File: src/rtl/rr_select_arbiter.sv
// rr_select_arbiter: round-robin arbiter driving the registered 3-bit select of a 3-to-8 decoder
//   clk     : rising-edge clock
//   rst     : synchronous active-high reset
//   req     : request vector, bit i requests decoder output d<i>
//   done    : owner releases the grant (only honoured while valid=1)
//   x/y/z   : registered select index bits 2/1/0
//   valid   : grant active, qualifies the decoder output
//   timeout : one-cycle pulse on a forced release after MAX_HOLD cycles
module rr_select_arbiter #(
    parameter int MAX_HOLD = 15,
    parameter int CNT_W    = 4
) (
    input  logic       clk,
    input  logic       rst,
    input  logic [7:0] req,
    input  logic       done,
    output logic       x,
    output logic       y,
    output logic       z,
    output logic       valid,
    output logic       timeout
);
    typedef enum logic [1:0] {IDLE, GRANT, GAP} state_t;

    localparam logic [CNT_W-1:0] LAST = CNT_W'(MAX_HOLD == 0 ? 0 : MAX_HOLD - 1);

    state_t           state_q;
    logic [2:0]       ptr_q, sel_q, win_d;
    logic [CNT_W-1:0] cnt_q;
    logic             valid_q, timeout_q, hit;

    // Search ptr+1 .. ptr+8 with 3-bit wraparound; the last step revisits ptr itself.
    always_comb begin
        win_d = ptr_q;
        hit   = 1'b0;
        for (int i = 1; i <= 8; i++) begin
            if (!hit && req[3'(ptr_q + 3'(i))]) begin
                hit   = 1'b1;
                win_d = 3'(ptr_q + 3'(i));
            end
        end
    end

    always_ff @(posedge clk) begin
        if (rst) begin
            state_q   <= IDLE;
            sel_q     <= 3'd0;
            ptr_q     <= 3'd7;
            cnt_q     <= '0;
            valid_q   <= 1'b0;
            timeout_q <= 1'b0;
        end else begin
            timeout_q <= 1'b0;
            case (state_q)
                IDLE: if (hit) begin
                    sel_q   <= win_d;
                    ptr_q   <= win_d;
                    cnt_q   <= '0;
                    valid_q <= 1'b1;
                    state_q <= GRANT;
                end
                GRANT: begin
                    if (cnt_q != '1) cnt_q <= cnt_q + 1'b1;
                    // done and withdrawal outrank the timeout, so the pulse only marks a true forced release
                    if (done || !req[sel_q] || (MAX_HOLD != 0 && cnt_q == LAST)) begin
                        valid_q   <= 1'b0;
                        timeout_q <= !done && req[sel_q];
                        state_q   <= GAP;
                    end
                end
                default: state_q <= IDLE;
            endcase
        end
    end

    assign {x, y, z} = sel_q;
    assign valid     = valid_q;
    assign timeout   = timeout_q;
endmodule

File: config.mk
export PLATFORM = sky130hd
export DESIGN_NAME = rr_select_arbiter
export DESIGN_NICKNAME = d
export VERILOG_FILES = /design/src/rtl/rr_select_arbiter.sv
export SDC_FILE = /design/constraint.sdc
export NUM_CORES = 1
export LEC_CHECK = 0
export BUFFER_PORTS_ARGS = -buffer_cell sky130_fd_sc_hd__buf_4
export CORE_MARGIN = 2
export CORE_UTILIZATION = 35
export CTS_CLUSTER_DIAMETER = 40
export DETAILED_ROUTE_END_ITERATION = 10
export GPL_TIMING_DRIVEN = 0
export PLACE_DENSITY = 0.63
export SLEW_MARGIN = 15
export SYNTH_ARGS = -nofsm -noshare
export SYNTH_HDL_FRONTEND = slang
export SYNTH_SLANG_ARGS = --single-unit
File: constraint.sdc
create_clock -name clk -period 4.8 [get_ports clk]
set_input_delay 0.96 -clock clk [delete_from_list [all_inputs] [get_ports clk]]
set_output_delay 0.96 -clock clk [all_outputs]
set_load 0.01 [all_outputs]
## After elaboration in Yosys (flattened, before gate mapping)

Cells that the tools add are included.
Widths: inputs -> output; s select.

- Multiplexer cells: 43
- Add/sub/neg operators: 8
- Equal/unequal tests: 6
- Reductions and logical operators: 26
- Magnitude comparators: 9
- Bitwise gates (word level): 2

Operator list:

| kind | count |
|---|---|
| $lt 3x4->1 const B | 9 |
| $bmux 1 s3 | 9 |
| $mux 3 | 8 |
| $mux 1 | 19 |
| $add 3x3->3 const B | 4 |
| $logic_not 1->1 | 9 |
| $logic_and 1x1->1 | 8 |
| $mux 4 | 2 |
| $pmux 4 s2 | 1 |
| $add 3x2->3 const B | 2 |
| $ne 2x2->1 const B | 3 |
| $reduce_and 3->1 | 2 |
| $add 4x1->4 const B | 1 |
| $eq 4x4->1 const B | 1 |
| $mux 2 | 2 |
| $ne 4x4->1 const B | 1 |
| $pmux 2 s2 | 1 |
| $reduce_and 2->1 | 2 |
| $add 3x1->3 const B | 1 |
| $reduce_or 3->1 | 1 |
| $eq 2x1->1 const B | 1 |
| $logic_not 2->1 | 1 |
| $logic_or 1x1->1 | 2 |
| $not 1->1 | 2 |
| other kinds (2) | 2 |

- Flip-flop bits (word level): 14
- Input port bits: 11
- Word-level logic and storage cells: 100
- Output and inout port bits: 5

## Longest topological paths before layout

Gate-level depths: netlist (run 1).

- Depth in word-level cells: 27
- Mapped depth: 13
- Depth with buffers taken out: 9

## Least setup slack after synthesis (run 1)

Ideal clock, no wire load.

- Path kind: flip-flop to flip-flop
- Start point: register ptr_q[0]
- End point: register ptr_q[0]
- Setup time: 0.127 ns
- Arrival: 3.122 ns
- Path buffers: 4
- Period minus slack after synthesis: 3.249 ns
- Data required time: 4.673 ns
- Cell stages (with the launch flop): 14
- Setup slack: 1.551 ns
- Cell sequence: dfxtp_1 > buf_2 > buf_4 > inv_1 > ha_1 > buf_4 > mux2_2 > a311oi_2 > a32oi_2 > or3_4 > o21ai_2 > buf_4 > nor3_1 > or3b_1

- Longest elaborated chain between the ends: 26
- Elaborated cells between the ends (all ways): 54
- Those cells by class: add/sub (7); mux (32); reduce/logical (15)

RTL lines:

| item | RTL line | RTL |
|---|---|---|
| start, declared | 28 | `logic [2:0] ptr_q, sel_q, win_d;` |
| start signal, assigned | 57 | `ptr_q <= win_d;` |
| $add 3x1->3 | 37, 39 |  |
| $bmux 1 s3 | 37 | `if (!hit && req[3'(ptr_q + 3'(i))]) begin` |
| $mux 1 (not written as such) | 37 |  |
| $mux 1 | 37 |  |
| $logic_not 1->1 | 37 |  |
| $logic_and 1x1->1 | 37 |  |
| $mux 1 | 37 |  |
| $logic_not 1->1 | 37 |  |
| [... 10 more ...] | n/a |  |
| $mux 1 | 37 |  |
| $logic_not 1->1 | 37 |  |
| $logic_and 1x1->1 | 37 |  |
| $mux 1 | 37 |  |
| $logic_not 1->1 | 37 |  |
| $logic_and 1x1->1 | 37 |  |
| $mux 1 | 37 |  |
| $reduce_and 2->1 (no line) | n/a |  |

Several ways; a longest one is shown, not always the timed one. The select of a mux whose other input is x is not followed.
A chain may end at the register's enable or synchronous reset.

## Worst setup path after layout (run 1)

Same ends and word-level chain as after synthesis.

==> impl_metrics.ini, run 1 <==
[sta]
period_share_pct = 75.7
fmax_mhz = 275
rsz0062_at_grt = false
drv_slew = 0
setup_violations = 0
finalHoldViolCount = 0
slew_headroom_pct = 61.8
skew_ns = 0.00169
fin_crit_ns = 3.63
layout_setup_ws_ns = 1.17
tns_ns = 0
worstMarginPinSlew_ns = 0.571

[logic_synthesis]
synthArstFlopShare_pct = 0
yosysSeqAreaShare_pct = 19.6
synthDistinctLibCells = 50
synth-simple-area-share_pct = 21.1
synth_compound_area_share_pct = 22.0
synth.net_count = 178
avgSynthCellArea_um2 = 8.79
syn-cell-area_mm2 = 0.00143
synthAdderAreaFrac_pct = 3.49
synth-main-ff-cell = dfxtp_1
ys_ff_latch = 14
synth_top_family_by_area = multiplexers
synth_edf_count = 0
ys_warn_count = 0
yosys-mux-area-fraction_pct = 26.1
synth-xor-area-share_pct = 1.83
syn_inst = 163

[run_status]
status = completed

[worst_setup_path]
worstSetupEndpointType = flip-flop
cp_max_fo = 10
required_ns = 4.94
cpMostUsedCell = buf_4
max_stage_delay_ns = 0.44
cp_cell_sequence = buf_2 > buf_4 > inv_1 > ha_1 > buf_4 > mux4_2 > mux2i_1 > nand2_1 > or3_4 > o21ai_2 > buf_4 > nor3_1 > or3b_1
critPathLaunchType = flip-flop
crit_type = reg2reg
worstPathArrival_ns = 3.77
critPathSlowestCell = or3_4

[cts]
clk_pin_slew_ns = 0.06
post_cts_buffers = 0
hold_buffers = 0
cts_resized = 0
cts_tree = yes
worstSkewPairLatency_ns = 0.25
clockRootBuffer = clkbuf_8
h-tree-depth = 1
max-clock-path-buffers = 2
cts_made_buffers = 3
clock_sinks = 14

[placement]
numPortBuffers = 15
dpl_worst_slack_ns = 1.16
placedCellCount = 228
dpl.hpwl_um = 2620
gp_congestion = 0.820

[route]
vias = 1343
wirelength_um = 3370
wire_per_inst_um = 14.5
dr.pass1.iters = 4
drc_errors = 0
drtIter0Drc = 32
ant_nets = 0
vias_per_cell = 5.79

[finish]
instances_no_fill = 232
final_nets = 198
n_antenna_cell = 0
drive_above_1_share_pct = 25.8
syn_to_final_growth_pct = 16.1

[run]
max_cap_violations = 0

[floorplanning]
coreArea_mm2 = 0.00397
initial_utilization_pct = 36.1
die_h_um = 68.0
pin_count = 16
die_x_um = 68.0
die_area_mm2 = 0.00462
fp-row-count = 23

[global_routing]
grt_pass1_vias = 1251
grt_max_degree = 11
grt_pass1_wl_um = 5870
antenna_found_initial = 0
grt.total_usage_pct = 16.6
grt-ovfl-total = 0

[pwr]
power_mw = 1.11
peakVddDrop_uv = 290
power.density_mw_per_mm2 = 668
p_leak_nw = 0.650

[min_path]
hold_class = reg2reg
layout make-up:
type / count / area (um2)
plain buffers: 7 / 46.3
clock buffers: 4 / 55.1
fillers: 425 / 2310
inverters: 10 / 37.5
multi-input cells: 132 / 1070
flip-flops and latches: 14 / 280
well taps: 50 / 62.6
repair buffers: 15 / 113
flip-flops by register name, indices dropped and copies added (netlist names):
signal	cells
valid	1
state_q	2
cnt_q	4
ptr_q	3
sel_q	3
timeout	1
stage by stage:
stage          hold slack, ns  utilization, %  cell area, um2
4_1_cts                 0.459            41.9            1660
5_1_grt                 0.501            41.9            1660
2_1_floorplan           0.481               -            1430
3_5_place_dp            0.450            40.5            1610
3_3_place_gp            0.448            40.5            1610
6_report                0.456            41.9            1660
per-layer routing:
layer / up-vias / wire, um / GRT usage, % / share of wire (%)
met1: 650 / 1620 / 22.5 / 48
li1: 660 / - / - / -
met3: 3 / 120 / 3.45 / 3.6
met5: - / 0 / 0 / 0
met4: 0 / 19 / 2.25 / 0.56
met2: 30 / 1610 / 27.7 / 48
worst max-delay path: cells and delay by family (launching register included):
kind | cells | cell delay, ns
multiplexers | 2 | 0.68
flip-flops | 1 | 0.33
buffers and inverters | 5 | 0.91
adder cells (fa/ha/maj) | 1 | 0.40
AO/OA/AOI/OAI | 1 | 0.17
AND/OR/NAND/NOR | 4 | 1.01
path summary, 6_finish.rpt:
| check | to | startpoint | depth (start not counted) | slack (ns) |
|---|---|---|---|---|
| worst max register to register | ptr_q[0]$_SDFFE_PP1P_ | ptr_q[0]$_SDFFE_PP1P_ | 13 | 1.17 |
| worst max-delay path | ptr_q[0]$_SDFFE_PP1P_ | ptr_q[0]$_SDFFE_PP1P_ | 13 | 1.17 |
| worst min register to register | valid$_SDFFE_PP0P_ | valid$_SDFFE_PP0P_ | 2 | 0.46 |
| worst min-delay path | valid$_SDFFE_PP0P_ | valid$_SDFFE_PP0P_ | 2 | 0.46 |
synth_stat cells, types with 2 or more instances:
| master | count | area share (%) |
|---|---|---|
| a211oi_1 | 3 | 1.6 |
| a21oi_1 | 10 | 3.5 |
| a221oi_1 | 2 | 1.2 |
| buf_4 | 3 | 1.6 |
| dfxtp_1 | 14 | 20 |
| ha_1 | 4 | 3.5 |
| inv_1 | 10 | 2.6 |
| mux2_2 | 2 | 1.6 |
| mux2i_1 | 9 | 6.3 |
| mux4_2 | 11 | 17 |
| nand2_1 | 17 | 4.5 |
| nand2b_1 | 5 | 2.2 |
| nand3_1 | 7 | 2.4 |
| nor2_1 | 9 | 2.4 |
| nor2b_1 | 3 | 1.3 |
| nor3_1 | 5 | 1.7 |
| o21ai_0 | 9 | 3.1 |
| o2bb2ai_1 | 2 | 1.2 |
| o31ai_1 | 2 | 1.0 |
| or2_2 | 2 | 0.87 |
| or3_1 | 4 | 1.7 |
| xnor2_1 | 2 | 1.2 |
report_power, final:
group	switching (mW)	leakage (nW)	internal, mW
combinational	0.461	0.506	0.367
sequential	0.0229	0.115	0.142
clock	0.0445	0.0288	0.0728
cell families after synthesis:
family                   count (synthesis)
adder cells (fa/ha/maj)                  4
AO/OA/AOI/OAI                           43
buffers and inverters                   17
multiplexers                            23
flip-flops                              14
AND/OR/NAND/NOR                         59
XOR/XNOR                                 3
cells in the final DEF, fill, tap and decap left out, types with 2 or more instances in the layout:
| master | synthesis | final |
|---|---|---|
| o21ai_0 | 9 | 9 |
| inv_1 | 10 | 10 |
| or3_1 | 4 | 4 |
| a211oi_1 | 3 | 3 |
| xnor2_1 | 2 | 2 |
| o31ai_1 | 2 | 2 |
| mux2_2 | 2 | 2 |
| nor2b_1 | 3 | 3 |
| nor3_1 | 5 | 5 |
| nand3_1 | 7 | 7 |
| a221oi_1 | 2 | 2 |
| nor2_1 | 9 | 9 |
| buf_4 | 3 | 18 |
| clkbuf_8 | 0 | 4 |
| ha_1 | 4 | 4 |
| mux2i_1 | 9 | 9 |
| nand2b_1 | 5 | 5 |
| a21oi_1 | 10 | 10 |
| mux4_2 | 11 | 11 |
| or2_2 | 2 | 2 |
| o2bb2ai_1 | 2 | 2 |
| dfxtp_1 | 14 | 14 |
| nand2_1 | 17 | 17 |
Note: power is estimated with default switching activity, not from simulation.
==> run 2, diff against run 1 <==
==> constraint.sdc (replaced) <==
create_clock -name clk -period 3.75 [get_ports clk]
set_input_delay 0.75 -clock clk [delete_from_list [all_inputs] [get_ports clk]]
set_output_delay 0.75 -clock clk [all_outputs]
set_load 0.01 [all_outputs]
==> run 2 against run 1 <==
Clock skew is essentially flat. Critical path depth is the same. Final area grew 1.6%. Worst setup slack lost 0.94 ns. Sequential power grew 28%. Die area is the same. Sequential cell count is the same. Sequential share of layout area shrank 0.26 points. Global-route usage is the same. Wire length grew 0.95%. Final cell count is the same. Worst hold slack is essentially flat. Largest cell class unchanged.
==> impl_metrics.ini, run 2 (synthesized netlist as in run 1, its figures left out) <==
[cts]
worstSkewPairLatency_ns = 0.25
post_cts_buffers = 0
clockRootBuffer = clkbuf_8
h-tree-depth = 1
max-clock-path-buffers = 2
clk_pin_slew_ns = 0.06
cts_tree = yes
clock_sinks = 14
cts_made_buffers = 3

[route]
vias_per_cell = 5.76
vias = 1337
drc_errors = 0
ant_nets = 0
dr.pass1.iters = 4
wire_per_inst_um = 14.7
drtIter0Drc = 40
wirelength_um = 3400

[floorplanning]
die_h_um = 68.0
coreArea_mm2 = 0.00397
die_area_mm2 = 0.00462
fp-row-count = 23
die_x_um = 68.0
initial_utilization_pct = 36.1
pin_count = 16

[pwr]
p_clk_share_pct = 10.3
p_seq_share_pct = 14.4
p_switching_uw = 695
power_switching_share_pct = 47.4
pwr-share-comb_pct = 75.3
peakVddDrop_uv = 372
internal_power_uw = 770
power.density_mw_per_mm2 = 867
p_leak_nw = 0.651

[finish]
regMostFlops = cnt_q
layout_common_cells = 17 x buf_4, 17 x nand2_1, 14 x dfxtp_1
nFillCells = 421
n_antenna_cell = 0
syn_to_final_growth_pct = 17.9
final_nets = 198
reg_top3 = cnt_q: 4 flops, ptr_q: 3 flops, sel_q: 3 flops
drive_above_1_share_pct = 27.5
largest_reg_flops = 4

[worst_setup_path]
crit_type = reg2reg
required_ns = 3.89
cp_max_fo = 10
worstPathArrival_ns = 3.66
worstSetupEndpointType = flip-flop
critPathLaunchType = flip-flop

[sta]
period_share_pct = 93.9
drv_slew = 0
rsz0062_at_grt = false
slew_headroom_pct = 63.1
worstMarginPinSlew_ns = 0.552
holdWs_ns = 0.456
tns_ns = 0
fin_crit_ns = 3.52
setup_violations = 0
fmax_mhz = 284
skew_ns = 0.00163
finalHoldViolCount = 0

[run]
max_cap_violations = 0

[run_status]
status = completed

[global_routing]
grt_pass1_vias = 1251
antenna_found_initial = 0
grt_pass1_wl_um = 5870
grt.total_usage_pct = 16.6
grt-ovfl-total = 0
grt_max_degree = 11

[placement]
gp_congestion = 0.820
dpl.hpwl_um = 2620
numPortBuffers = 15

[min_path]
hold_class = reg2reg
## run 2: changes by cell type in the layout (fill, tap and decap cells not counted), sizes merged
cell / delta
buf: -1
clkbuf: +1
## run 2: stage by stage
stage	area (um2)	setup slack (ns)	cells	power, mW	utilization [%]
5_1_grt	1690	0.0187	232	1.60	42.5
2_1_floorplan	1430	0.501	163	1.05	-
3_3_place_gp	1610	0.117	228	1.26	40.5
6_report	1690	0.228	232	1.47	42.5
4_1_cts	1660	0.108	232	1.42	41.9
3_5_place_dp	1610	0.114	228	1.27	40.5
## run 2: path summary, 6_finish.rpt
path | startpoint | to | slack, ns | depth (start not counted)
setup reg to reg | ptr_q[0]$_SDFFE_PP1P_ | ptr_q[0]$_SDFFE_PP1P_ | 0.23 | 13
hold / removal | valid$_SDFFE_PP0P_ | valid$_SDFFE_PP0P_ | 0.46 | 2
hold reg to reg | valid$_SDFFE_PP0P_ | valid$_SDFFE_PP0P_ | 0.46 | 2
setup / recovery | ptr_q[0]$_SDFFE_PP1P_ | ptr_q[0]$_SDFFE_PP1P_ | 0.23 | 13
## run 2: area by class of cell
type                            instances  area, um2  share of cell area [%]
Buffer                                  7       52.6                    3.11
Clock buffer                            4       55.1                    3.26
Inverter                               10       37.5                    2.22
Multi-Input combinational cell        132       1090                    64.4
Sequential cell                        14        280                    16.6
Tap cell                               50       62.6                    3.70
Timing Repair Buffer                   15        113                    6.67
## run 2: per-layer routing
| layer | vias to the layer above | share of wire [%] | routed length [um] | global-route usage, % |
|---|---|---|---|---|
| li1 | 661 | - | - | - |
| met5 | - | 0 | 0 | 0 |
| met4 | 0 | 0.56 | 19 | 2.25 |
| met1 | 637 | 46 | 1580 | 22.5 |
| met2 | 36 | 48 | 1630 | 27.7 |
| met3 | 3 | 5.0 | 171 | 3.45 |
## run 2: power groups by stage
stage	Sequential, mW	Clock (mW)	Combinational [mW]
final	0.211	0.150	1.10
after global routing	0.218	0.160	1.22
after CTS	0.212	0.153	1.06
after detailed placement	0.215	0	1.05
after global placement	0.214	0	1.05
after floorplan	0.214	0	0.841
## run 2: worst max-delay path, stage by stage, from the launching register on
cell and delay, ns:
dfxtp_1 0.33, clkbuf_4 0.20, buf_4 0.20, inv_1 0.08, ha_2 0.39, buf_6 0.17
mux2_2 0.35, a311oi_2 0.29, a32oi_2 0.19, or3_4 0.43, o21ai_2 0.17, buf_4 0.19
nor3_1 0.06, or3b_1 0.35
## run 2: repair_timing
item | in CTS | in global routing
resized for setup | 0 | 6
hold buffers | 0 | 0
setup endpoints to repair | 0 | 4
